--- config.mk ---
export PLATFORM = sky130hd
export DESIGN_NAME = onehot_scan_decoder
export DESIGN_NICKNAME = d
export VERILOG_FILES = /design/src/rtl/onehot_scan_decoder_pkg.sv /design/src/rtl/onehot_scan_decoder_step_tick.sv /design/src/rtl/onehot_scan_decoder.sv
export SDC_FILE = /design/constraint.sdc
export NUM_CORES = 1
export LEC_CHECK = 0
export CORE_MARGIN = 2
export CORE_UTILIZATION = 45
export CTS_CLUSTER_DIAMETER = 200
export DETAILED_ROUTE_END_ITERATION = 7
export GPL_TIMING_DRIVEN = 0
export PLACE_DENSITY = 0.73
export SKIP_CTS_REPAIR_TIMING = 1
export SLEW_MARGIN = 40
export SYNTH_ARGS = -nofsm -noshare
export SYNTH_HDL_FRONTEND = slang
export SYNTH_SLANG_ARGS = --single-unit
export TNS_END_PERCENT = 20
--- constraint.sdc ---
create_clock -name sys_clk -period 1.95 [get_ports sys_clk]
set_input_delay 0.2925 -clock sys_clk [delete_from_list [all_inputs] [get_ports sys_clk]]
set_output_delay 0.2925 -clock sys_clk [all_outputs]
set_load 0.02 [all_outputs]
--- src/rtl/onehot_scan_decoder_pkg.sv ---
// Shared constants for the one-hot scan decoder: mode/direction encodings
// and the prescaler counter width helper.
package onehot_scan_pkg;

  localparam logic MODE_DIRECT = 1'b0;
  localparam logic MODE_SCAN   = 1'b1;

  localparam logic DIR_UP   = 1'b0;
  localparam logic DIR_DOWN = 1'b1;

  // A 1-cycle step still needs a 1-bit counter so the port widths stay legal.
  function automatic int cnt_width(input int step_cyc);
    return (step_cyc > 1) ? $clog2(step_cyc) : 1;
  endfunction

endpackage

--- src/rtl/onehot_scan_decoder_step_tick.sv ---
// STEP_CYC prescaler: produces a one-cycle tick every STEP_CYC enabled cycles.
// clr holds the count at zero so a scan starts with a full step.
module onehot_step_tick
  import onehot_scan_pkg::*;
#(
  parameter int STEP_CYC = 4
) (
  input  logic sys_clk,
  input  logic sys_rst,
  input  logic en,
  input  logic clr,
  output logic tick
);

  localparam int CNT_W = cnt_width(STEP_CYC);
  localparam logic [CNT_W-1:0] CNT_LAST = CNT_W'(STEP_CYC - 1);

  logic [CNT_W-1:0] cnt_q, cnt_d;

  always_comb begin
    cnt_d = cnt_q;
    if (clr || (cnt_q == CNT_LAST)) begin
      cnt_d = '0;
    end else begin
      cnt_d = cnt_q + CNT_W'(1);
    end
  end

  assign tick = en && !clr && (cnt_q == CNT_LAST);

  always_ff @(posedge sys_clk) begin
    if (sys_rst) begin
      cnt_q <= '0;
    end else if (en) begin
      cnt_q <= cnt_d;
    end
  end

endmodule

--- src/rtl/onehot_scan_decoder.sv ---
// Registered binary-to-one-hot decoder with direct select and an automatic
// up/down scan mode that wraps at NUM_OUT, for LED rows and digit strobes.
module onehot_scan_decoder
  import onehot_scan_pkg::*;
#(
  parameter int SEL_W    = 3,
  parameter int NUM_OUT  = 8,
  parameter int STEP_CYC = 4
) (
  input  logic               sys_clk,
  input  logic               sys_rst,
  input  logic               en,
  input  logic               mode,
  input  logic               dir,
  input  logic [SEL_W-1:0]   sel,
  output logic [NUM_OUT-1:0] out,
  output logic [SEL_W-1:0]   idx,
  output logic               wrap
);

  localparam logic [SEL_W:0]   NUM_OUT_EXT = (SEL_W + 1)'(NUM_OUT);
  localparam logic [SEL_W-1:0] IDX_LAST    = SEL_W'(NUM_OUT - 1);

  logic [SEL_W-1:0]   idx_q, idx_d;
  logic [NUM_OUT-1:0] out_q, out_d;
  logic               wrap_q, wrap_d;
  logic               step_tick;
  logic               direct_mode;

  assign direct_mode = (mode == MODE_DIRECT);

  onehot_step_tick #(
    .STEP_CYC(STEP_CYC)
  ) u_step_tick (
    .sys_clk(sys_clk),
    .sys_rst(sys_rst),
    .en     (en),
    .clr    (direct_mode),
    .tick   (step_tick)
  );

  // Explicit compare-and-wrap keeps non-power-of-two NUM_OUT in range.
  always_comb begin
    idx_d  = idx_q;
    wrap_d = 1'b0;
    if (direct_mode) begin
      idx_d = ({1'b0, sel} < NUM_OUT_EXT) ? sel : '0;
    end else if (step_tick) begin
      if (dir == DIR_UP) begin
        if (idx_q == IDX_LAST) begin
          idx_d  = '0;
          wrap_d = 1'b1;
        end else begin
          idx_d = idx_q + SEL_W'(1);
        end
      end else begin
        if (idx_q == '0) begin
          idx_d  = IDX_LAST;
          wrap_d = 1'b1;
        end else begin
          idx_d = idx_q - SEL_W'(1);
        end
      end
    end
    out_d = NUM_OUT'(1) << idx_d;
  end

  always_ff @(posedge sys_clk) begin
    if (sys_rst) begin
      idx_q  <= '0;
      out_q  <= NUM_OUT'(1);
      wrap_q <= 1'b0;
    end else if (en) begin
      idx_q  <= idx_d;
      out_q  <= out_d;
      wrap_q <= wrap_d;
    end else begin
      wrap_q <= 1'b0;
    end
  end

  assign out  = out_q;
  assign idx  = idx_q;
  assign wrap = wrap_q;

endmodule

# ---- After elaboration in Yosys (flattened, before gate mapping)
# Index checks and enable logic that the tools add are counted.
dict set report op_classes {
  n_addsub 3
  eq_ne 2
  shifts 1
  mux 9
  bitwise 3
  n_reduce_logical 5
}
# operator count
set ops {}
lappend ops {{two-way mux 3 bit} 5}
lappend ops {{<< shifter 1 x 3 -> 8 bit (first input constant)} 1}
lappend ops {{OR reduction 4 bit} 1}
lappend ops {{adder 3 x 1 -> 3 bit (second input constant)} 1}
lappend ops {{== test 3 bit (second input constant)} 1}
lappend ops {{zero test 3 bit} 1}
lappend ops {{two-way mux 1 bit} 3}
lappend ops {{inverter 1 bit} 3}
lappend ops {{subtractor 3 x 1 -> 3 bit (second input constant)} 1}
lappend ops {{adder 2 x 1 -> 2 bit (second input constant)} 1}
lappend ops {{== test 2 bit (second input constant)} 1}
lappend ops {{logical AND 1 bit} 2}
lappend ops {{two-way mux 2 bit} 1}
lappend ops {{logical OR 1 bit} 1}
dict set report totals {
  reg_bits 14
  input_bits 8
  output_inout_bits 12
  elab_cells 27
}

# ---- Logic depth before layout (Yosys ltp)
# Gate-level depths: netlist of run 1.
dict set report logic_depth {
  depth_word 6
  mapped_depth 6
  ltp_nobuf 6
}

# ---- Cells and area by module
# A second synthesis of run 1 with hierarchy kept.
dict set report unflattened {
  hier_cells 83
  area_unflattened_um2 752.0
}
# module instances cells_per_inst area_per_inst_um2 seq_area_each_um2
set modules_own_cells {}
lappend modules_own_cells {onehot_scan_decoder 1 73 644.4 240.2}
lappend modules_own_cells {onehot_step_tick 1 10 107.6 40.0}

# ---- Least setup slack after synthesis of run 1
# No wires, ideal clock.
dict set report synth_path {
  kind {reg2reg}
  startpoint {register idx_q[0], in the netlist idx[0]}
  endpoint {register out_q[6], in the netlist out[6]}
  setup_ps 133
  arrival_ps 1735
  required_ps 1817
  setup_slack_ps 82
  stages_incl_launch_ff 7
  n_path_buf 0
  path_cell_list {dfxtp_1 inv_1 ha_1 or3_1 a311oi_2 nand4b_1 o31ai_1}
}
dict set report synth_via {
  elab_chain_len 6
  elab_cells_between_ends 10
  cone_classes {add/sub: 2; eq/ne: 1; shift: 1; mux: 5; reduce/logical: 1}
}
# element line_no
set synth_lines {}
lappend synth_lines {{start: declaration} onehot_scan_decoder.sv:24} ;# logic [SEL_W-1:0] idx_q, idx_d;
lappend synth_lines {{start signal: assignment} onehot_scan_decoder.sv:74} ;# idx_q <= idx_d;
lappend synth_lines {{adder 3 x 1 -> 3 bit (tied with other cells)} onehot_scan_decoder.sv:54} ;# idx_d = idx_q + SEL_W'(1);
lappend synth_lines {{two-way mux 3 bit, on equally long branches} {onehot_scan_decoder.sv:50, onehot_scan_decoder.sv:57}}
lappend synth_lines {{two-way mux 3 bit} onehot_scan_decoder.sv:49} ;# if (dir == DIR_UP) begin
lappend synth_lines {{two-way mux 3 bit (*)} onehot_scan_decoder.sv:48} ;# end else if (step_tick) begin
lappend synth_lines {{two-way mux 3 bit (*)} onehot_scan_decoder.sv:46} ;# if (direct_mode) begin
lappend synth_lines {{<< shifter 1 x 3 -> 8 bit (*)} onehot_scan_decoder.sv:65} ;# out_d = NUM_OUT'(1) << idx_d;
lappend synth_lines {{end signal: assignment} onehot_scan_decoder.sv:75} ;# out_q <= out_d;
lappend synth_lines {{end: declaration} onehot_scan_decoder.sv:25} ;# logic [NUM_OUT-1:0] out_q, out_d;
# Every way passes the cells marked *; elsewhere a longest branch is shown, timed or not.
# A chain may end at the register's enable or synchronous reset.

# ---- Final worst setup path of run 1
dict set report layout_path {
  startpoint {register idx_q[1], in the netlist idx[1]}
  endpoint {register out_q[7], in the netlist out[7]}
}
# The elaborated chain is that of the path after synthesis.

==> results of run 1 <==
[power by group]
part	leakage [nW]	switching, mW	internal [mW]
Clock	0.0210	0.101	0.114
Sequential	0.115	0.0101	0.297
Combinational	0.239	0.0741	0.0602
Total	0.375	0.186	0.471
[how the worst max path moves through the flow]
stage	endpoint	slack, ps
2_1_floorplan	out[6]	80
3_3_place_gp	out[7]	60
3_5_place_dp	out[2]	30
4_1_cts	out[6]	10
5_1_grt	out[7]	-30
6_report	out[7]	90
[kinds of logic (layout without fill, tap and decap cells)]
family	count (synthesis)	after routing	synth area share, %
adder cells (fa/ha/maj)	5	5	8.56
buffers and inverters	8	31	4.45
AO/OA/AOI/OAI	27	27	26.7
AND/OR/NAND/NOR	31	31	21.9
flip-flops	14	14	38.4
[per-stage QoR]
| step | std cells | hold WS (ps) |
|---|---|---|
| after global placement | 119 | 435 |
| after CTS | 123 | 342 |
| after global routing | 124 | 385 |
| final | 124 | 349 |
| after floorplan | 85 | 445 |
| after detailed placement | 119 | 446 |
[layer usage]
| metal | GRT usage, % | wire length [µm] | vias up |
|---|---|---|---|
| met3 | 2.45 | 57 | 5 |
| met5 | 0 | 0 | - |
| li1 | - | - | 361 |
| met4 | 9.09 | 34 | 0 |
| met1 | 26.8 | 867 | 334 |
| met2 | 30.0 | 793 | 15 |
[area by class of cell]
class | count | area share, %
timing repair buffer | 19 | 18.7
buffer | 3 | 1.37
sequential | 14 | 28.4
clock buffer | 4 | 3.62
multi-input combinational | 63 | 44.0
inverter | 5 | 1.87
tap | 16 | 2.00
[sequential cells by signal (all words and copies together), names as in the netlist]
| signal | count |
|---|---|
| out | 8 |
| idx | 3 |
| u_step_tick.cnt_q | 2 |
| wrap | 1 |
[placed cells by master, fill, tap and decap left out, drive strengths merged, types with 3 or more instances in the layout]
cell type and n:
ha 5, buf 3, o41ai 3, clkbuf 5, nor2b 4, o21ai 3, clkdlybuf4s50 18, a21oi 5
nand2 9, o31ai 5, dfxtp 14, nand3 4, inv 5, nor2 6
[tightest hold or removal path, delay by kind of cell]
| kind | cells | cell delay (ps) |
|---|---|---|
| buf+inv | 1 | 140 |
| simple gates | 1 | 100 |
| compound gates | 1 | 60 |
==> results.md, run 1 <==
* Status: completed
* CP delay by family, top: simple AND/OR/NAND/NOR gates
* CTS sink count at 14
* CTS Buf Count at 3
* DR vias at 715
* Worst Setup Start Kind: flip-flop
* CP cell instances: inv_1 > ha_2 > or3_4 > a311oi_4 > nand4b_1 > o31ai_1
* Number of synthesized flops with an enable pin at 0
* Commonest cells in the netlist: dfxtp_1 (14), nand2_1 (9)
* Mapped Nets at roughly 100
* Avg Cell Area, Syn at 8.60 µm²
* Global-route usage over all layers at 19.4%
* Yosys reg bits at 14
* Routed WL per cell at between 10 and 15 µm
* Pre-CTS setup slack at 34.7 ps
* Hold Fails Final Rpt at 0
* Worst slew pin tran at 521 ps
* Share of the synthesized area in the top cell type at between 30% and 40%
* Port bufs at 18
* Reg clk slew, reported paths at 90 ps
* Top cells by area, synth: dfxtp_1 (38%), ha_1 (8.6%), o31ai_1 (5.1%), nand2_1 (4.6%), o41ai_1 (3.6%)
* Main flop type after synthesis: dfxtp_1
* Count of different cell masters after synthesis at 27
* # diodes at 0
* # IOs at 20
* Layout overhead on the synthesized area at 37.3%
* Worst-Skew Late Latency at 290 ps
* Cell area after synthesis at 731 µm²
* Clock Skew at 5.44 ps
* Reg-to-reg endpoint: out[7]
* H-tree lvl count at 1
* Maximum buffer depth of the clock tree at 2
* Total power at approximately 0.66 mW
* Gr ovfl total at 0
* Cell type with the largest total area after synthesis: dfxtp_1
* Global-route wire length before repair at 2.76 mm
* Cell count after synthesis at 85
* Die height at 44.3 µm
* Row Count at 14
* Worst hold stages at 3
* Slew headroom at 64.9%
* DR iter-0 viols at 14
* Area of the core at approximately 0.0015 mm²
* Final ANT Viol Nets at 0
* Clk root buf: clkbuf_4
* Final Net Count at 122
* PD cells at 655 mW/mm²
* # DRC at 0
* Setup crit end kind: flip-flop
* Worst vdd ir at approximately 0.56 mV
* Die area at 0.00196 mm²
* GPL Wtd Cong at 0.796
* Final WL at 1.75 mm
* Multi-input logic area at 442 µm²
* Worst hold path startpoint: mode
* Design Area, Final at about 0.0010 mm²
* Critical Path AT at 2020 ps
* Detailed Routing Iterations Pass 1 at 4
* CTS tree: built
* Final setup vio count at 0
* Reg area at 285 µm²
* Async S/R FF share, synth at 0%
* Setup_tns at 0 ps
* Achievable clock frequency at 0.538 GHz
* Antenna violations before repair at 0
* FF-to-FF Start: idx[1]
* Syn. warnings at 0
* CP required at 2110 ps
* Critical Setup Path Class: reg2reg
* Final min period at roughly 1900 ps
* PnR worst setup slack at 91.1 ps
* CP max stage cell: or3_4
* LEAKAGE at ~0.38 nW
* Starting Density at 48.5%
* DIE WIDTH at 44.3 µm
* Crit. path cell count at 6
* Worst hold path class: in2reg
* Max-slew violations at 0
* DP Wirelength at 1.22 mm
* Dpl cell area at 931 µm²
* Crit-path max cell delay at 370 ps
* Via/cell ratio at 5.77
* Finished Core Util at around two thirds
* Max Fanout on Critical Path at 4
* Largest net degree at the start of global routing at 11
* CP bufs+invs at 1
* Period utilization at 95.3%
* Reg2Reg Setup Slack at between 90 and 100 ps
* Crit. Startpoint: idx[1]
* Fraction of layout cells with a size suffix above 1 at 13.9%
* Number of global-route vias before repair at between 600 and 700
* Worst R2R Path Depth at 6
* Max cap viols at 0
* Top-count cell post-synth: dfxtp_1
* Hold path endpoint: u_step_tick.cnt_q[1]
* Sequential area share after synthesis at 38.4%
* Filler cells at between 150 and 200
Note: power is estimated with default switching activity, not from simulation.
==> run 2, diff against run 1 <==
--- a/config.mk
+++ b/config.mk
@@ -5,12 +5,15 @@
 export SDC_FILE = /design/constraint.sdc
 export NUM_CORES = 1
 export LEC_CHECK = 0
+export CELL_PAD_IN_SITES_DETAIL_PLACEMENT = 0
+export CELL_PAD_IN_SITES_GLOBAL_PLACEMENT = 1
 export CORE_MARGIN = 2
-export CORE_UTILIZATION = 45
+export CORE_UTILIZATION = 33
 export CTS_CLUSTER_DIAMETER = 200
 export DETAILED_ROUTE_END_ITERATION = 7
 export GPL_TIMING_DRIVEN = 0
 export PLACE_DENSITY = 0.73
+export REMOVE_ABC_BUFFERS = 1
 export SKIP_CTS_REPAIR_TIMING = 1
 export SLEW_MARGIN = 40
 export SYNTH_ARGS = -nofsm -noshare
==> results.md, run 2 (synthesized netlist as in run 1, its figures left out) <==
* Status: completed
* Hold path endpoint: out[4]
* Reg clk slew, reported paths at 90 ps (about the same)
* Layout overhead on the synthesized area at 37.0%
* Number of global-route vias before repair at 596 (-7.0%)
* Detailed Routing Iterations Pass 1 at 5 (+1)
* Filler cells at 210 (+39%)
* Reg2Reg Setup Slack at 110 ps (about the same)
* Setup crit end kind: flip-flop
* Worst R2R Path Depth at 6 (unchanged)
* Crit-path max cell delay at 380 ps (about the same)
* Max reg flops at 8 (unchanged)
* # IOs at 20 (unchanged)
* Max Fanout on Critical Path at 5 (+1)
* Worst slew pin tran at 523 ps (+2.11 ps)
* # diodes at 0 (unchanged)
* FF-to-FF Start: idx[0]
* Worst Setup Start Kind: flip-flop
* Reg area at 285 µm² (unchanged)
* Starting Density at 34.0% (-14 points)
* LEAKAGE at 0.377 nW (+0.56%)
* Global-route usage over all layers at 14.5% (-4.9 points)
* Period utilization at 94.6% (-0.71 points)
* CTS Buf Count at 3 (unchanged)
* Setup_tns at 0 ps (unchanged)
* Area of the core at 0.00215 mm² (+43%)
* Reg-to-reg endpoint: out[4]
* Fraction of layout cells with a size suffix above 1 at 10.5% (-3.4 points)
* Maximum buffer depth of the clock tree at 2 (unchanged)
* H-tree lvl count at 1 (unchanged)
* Final WL at 1.62 mm (-7.6%)
* Critical Path AT at 2010 ps (about the same)
* Non-Filler Instances at 133 (+7.3%)
* CP cell instances: inv_1 > ha_2 > or3_1 > a311oi_2 > nand4b_1 > o31ai_1
* # DRC at 0 (unchanged)
* Die height at 51.1 µm (+15%)
* PnR worst setup slack at 105 ps (+13.9 ps)
* CP max stage cell: dfxtp_4
* Most common cell after layout, fill and taps aside: clkdlybuf4s50_1
* Final min period at 1840 ps (-13.9 ps)
* Placed Cells incl. Taps at 129 (+8.4%)
* Critical Setup Path Class: reg2reg
* Clock Skew at 2.88 ps (-2.56 ps)
* Routed WL per cell at 12.2 µm (-14%)
* Worst-Skew Late Latency at 280 ps (about the same)
* DR vias at 691 (-3.4%)
* Worst hold path class: reg2reg
* Slew headroom at 64.8% (-0.14 points)
* CTS sink count at 14 (unchanged)
* WHS at 458 ps (+109 ps)
* Global-route wire length before repair at 2.76 mm (unchanged)
* Final ANT Viol Nets at 0 (unchanged)
* Max cap viols at 0 (unchanged)
* Gr ovfl total at 0 (unchanged)
* Final Net Count at 119 (-2.5%)
* CTS tree: built
* Die area at 0.00261 mm² (+33%)
* Unrepaired setup endpoints after global routing: false
* DR iter-0 viols at 25 (+11)
* Multi-input logic area at 433 µm² (-2.0%)
* Port bufs at 19 (+1)
* Clk root buf: clkbuf_4
* PD cells at 651 mW/mm² (-0.50%)
* Max-slew violations at 0 (unchanged)
* Dpl cell area at 942 µm² (+1.2%)
* CP required at 2110 ps (about the same)
* Design Area, Final at 0.00100 mm² (-0.25%)
* Antenna violations before repair at 0 (unchanged)
* Via/cell ratio at 5.20 (-9.9%)
* Worst vdd ir at 0.468 mV (-16%)
* GPL Wtd Cong at 0.690 (-13%)
* Crit. Startpoint: idx[0]
* Achievable clock frequency at 0.542 GHz (+0.75%)
* DP Wirelength at 1.19 mm (-2.2%)
* Worst hold stages at 2 (-1)
* Row Count at 17 (+3)
* Hold Fails Final Rpt at 0 (unchanged)
* Pre-CTS setup slack at -197 ps (-232 ps)
* Final setup vio count at 0 (unchanged)
* DIE WIDTH at 51.1 µm (+15%)
* Largest net degree at the start of global routing at 13 (+2)
* Commonest cells after routing, fill and taps aside: clkdlybuf4s50_1 (18), dfxtp_1 (12), nand2_1 (9)
* Worst hold path startpoint: out[4]
[run 2: cell types whose count changed in the layout (fill, tap and decap cells not counted), sizes merged]
| cell | before | now |
|---|---|---|
| dlymetal6s2s | 0 | 1 |
| clkbuf | 5 | 4 |
| buf | 3 | 0 |
[run 2: worst max-delay path, delay by kind of cell (launching register included)]
kind / cells / cell delay (ps)
DFF: 1 / 380
adders and majority gates: 1 / 200
buffers and inverters: 1 / 80
AOI/OAI and AO/OA: 2 / 460
and+or+nand+nor: 2 / 620
[run 2: how the worst max path moves through the flow]
| stage | endpoint | slack, ps | cells after the start |
|---|---|---|---|
| CTS | out[1] | -8 | 6 |
| detailed placement | out[3] | -200 | 5 |
| global placement | out[1] | -210 | 5 |
| finish | out[4] | 110 | 6 |
| floorplan | out[6] | 80 | 6 |
| global route | out[3] | 1 | 6 |
[run 2: report_power, final]
group          internal, mW  leakage [nW]  switching, mW
Sequential            0.297         0.115         0.0102
Clock                 0.114        0.0210          0.102
Combinational        0.0575         0.241         0.0713
Total                 0.469         0.377          0.183
[run 2: final cells by class]
cell class	instances	share of cell area (%)
Clock buffer	4	3.62
Inverter	5	1.88
Multi-Input combinational cell	63	43.2
Sequential cell	14	28.5
Tap cell	28	3.50
Timing Repair Buffer	19	19.3
[run 2: per-layer routing]
metal	global-route usage [%]	wire length (µm)	vias to the layer above
met5	0	0	-
met1	18.3	795	315
met2	22.5	738	19
li1	-	-	355
met4	5.41	16	0
met3	5.26	70	2
[run 2: per-stage QoR]
stage | power (mW) | utilization, %
finish | 0.652 | 46.6
global route | 0.688 | 46.6
CTS | 0.656 | 45.5
detailed placement | 0.441 | 43.9
global placement | 0.438 | 43.9
floorplan | 0.382 | -
==> run 3, diff against run 2 <==
--- a/config.mk
+++ b/config.mk
@@ -9,7 +9,6 @@
 export CELL_PAD_IN_SITES_GLOBAL_PLACEMENT = 1
 export CORE_MARGIN = 2
 export CORE_UTILIZATION = 33
-export CTS_CLUSTER_DIAMETER = 200
 export DETAILED_ROUTE_END_ITERATION = 7
 export GPL_TIMING_DRIVEN = 0
 export PLACE_DENSITY = 0.73
@@ -19,4 +18,4 @@
 export SYNTH_ARGS = -nofsm -noshare
 export SYNTH_HDL_FRONTEND = slang
 export SYNTH_SLANG_ARGS = --single-unit
-export TNS_END_PERCENT = 20
+export TNS_END_PERCENT = 1
==> results of run 3 <==
Same layout as run 2: the final DEF is identical, and so are final timing and power.
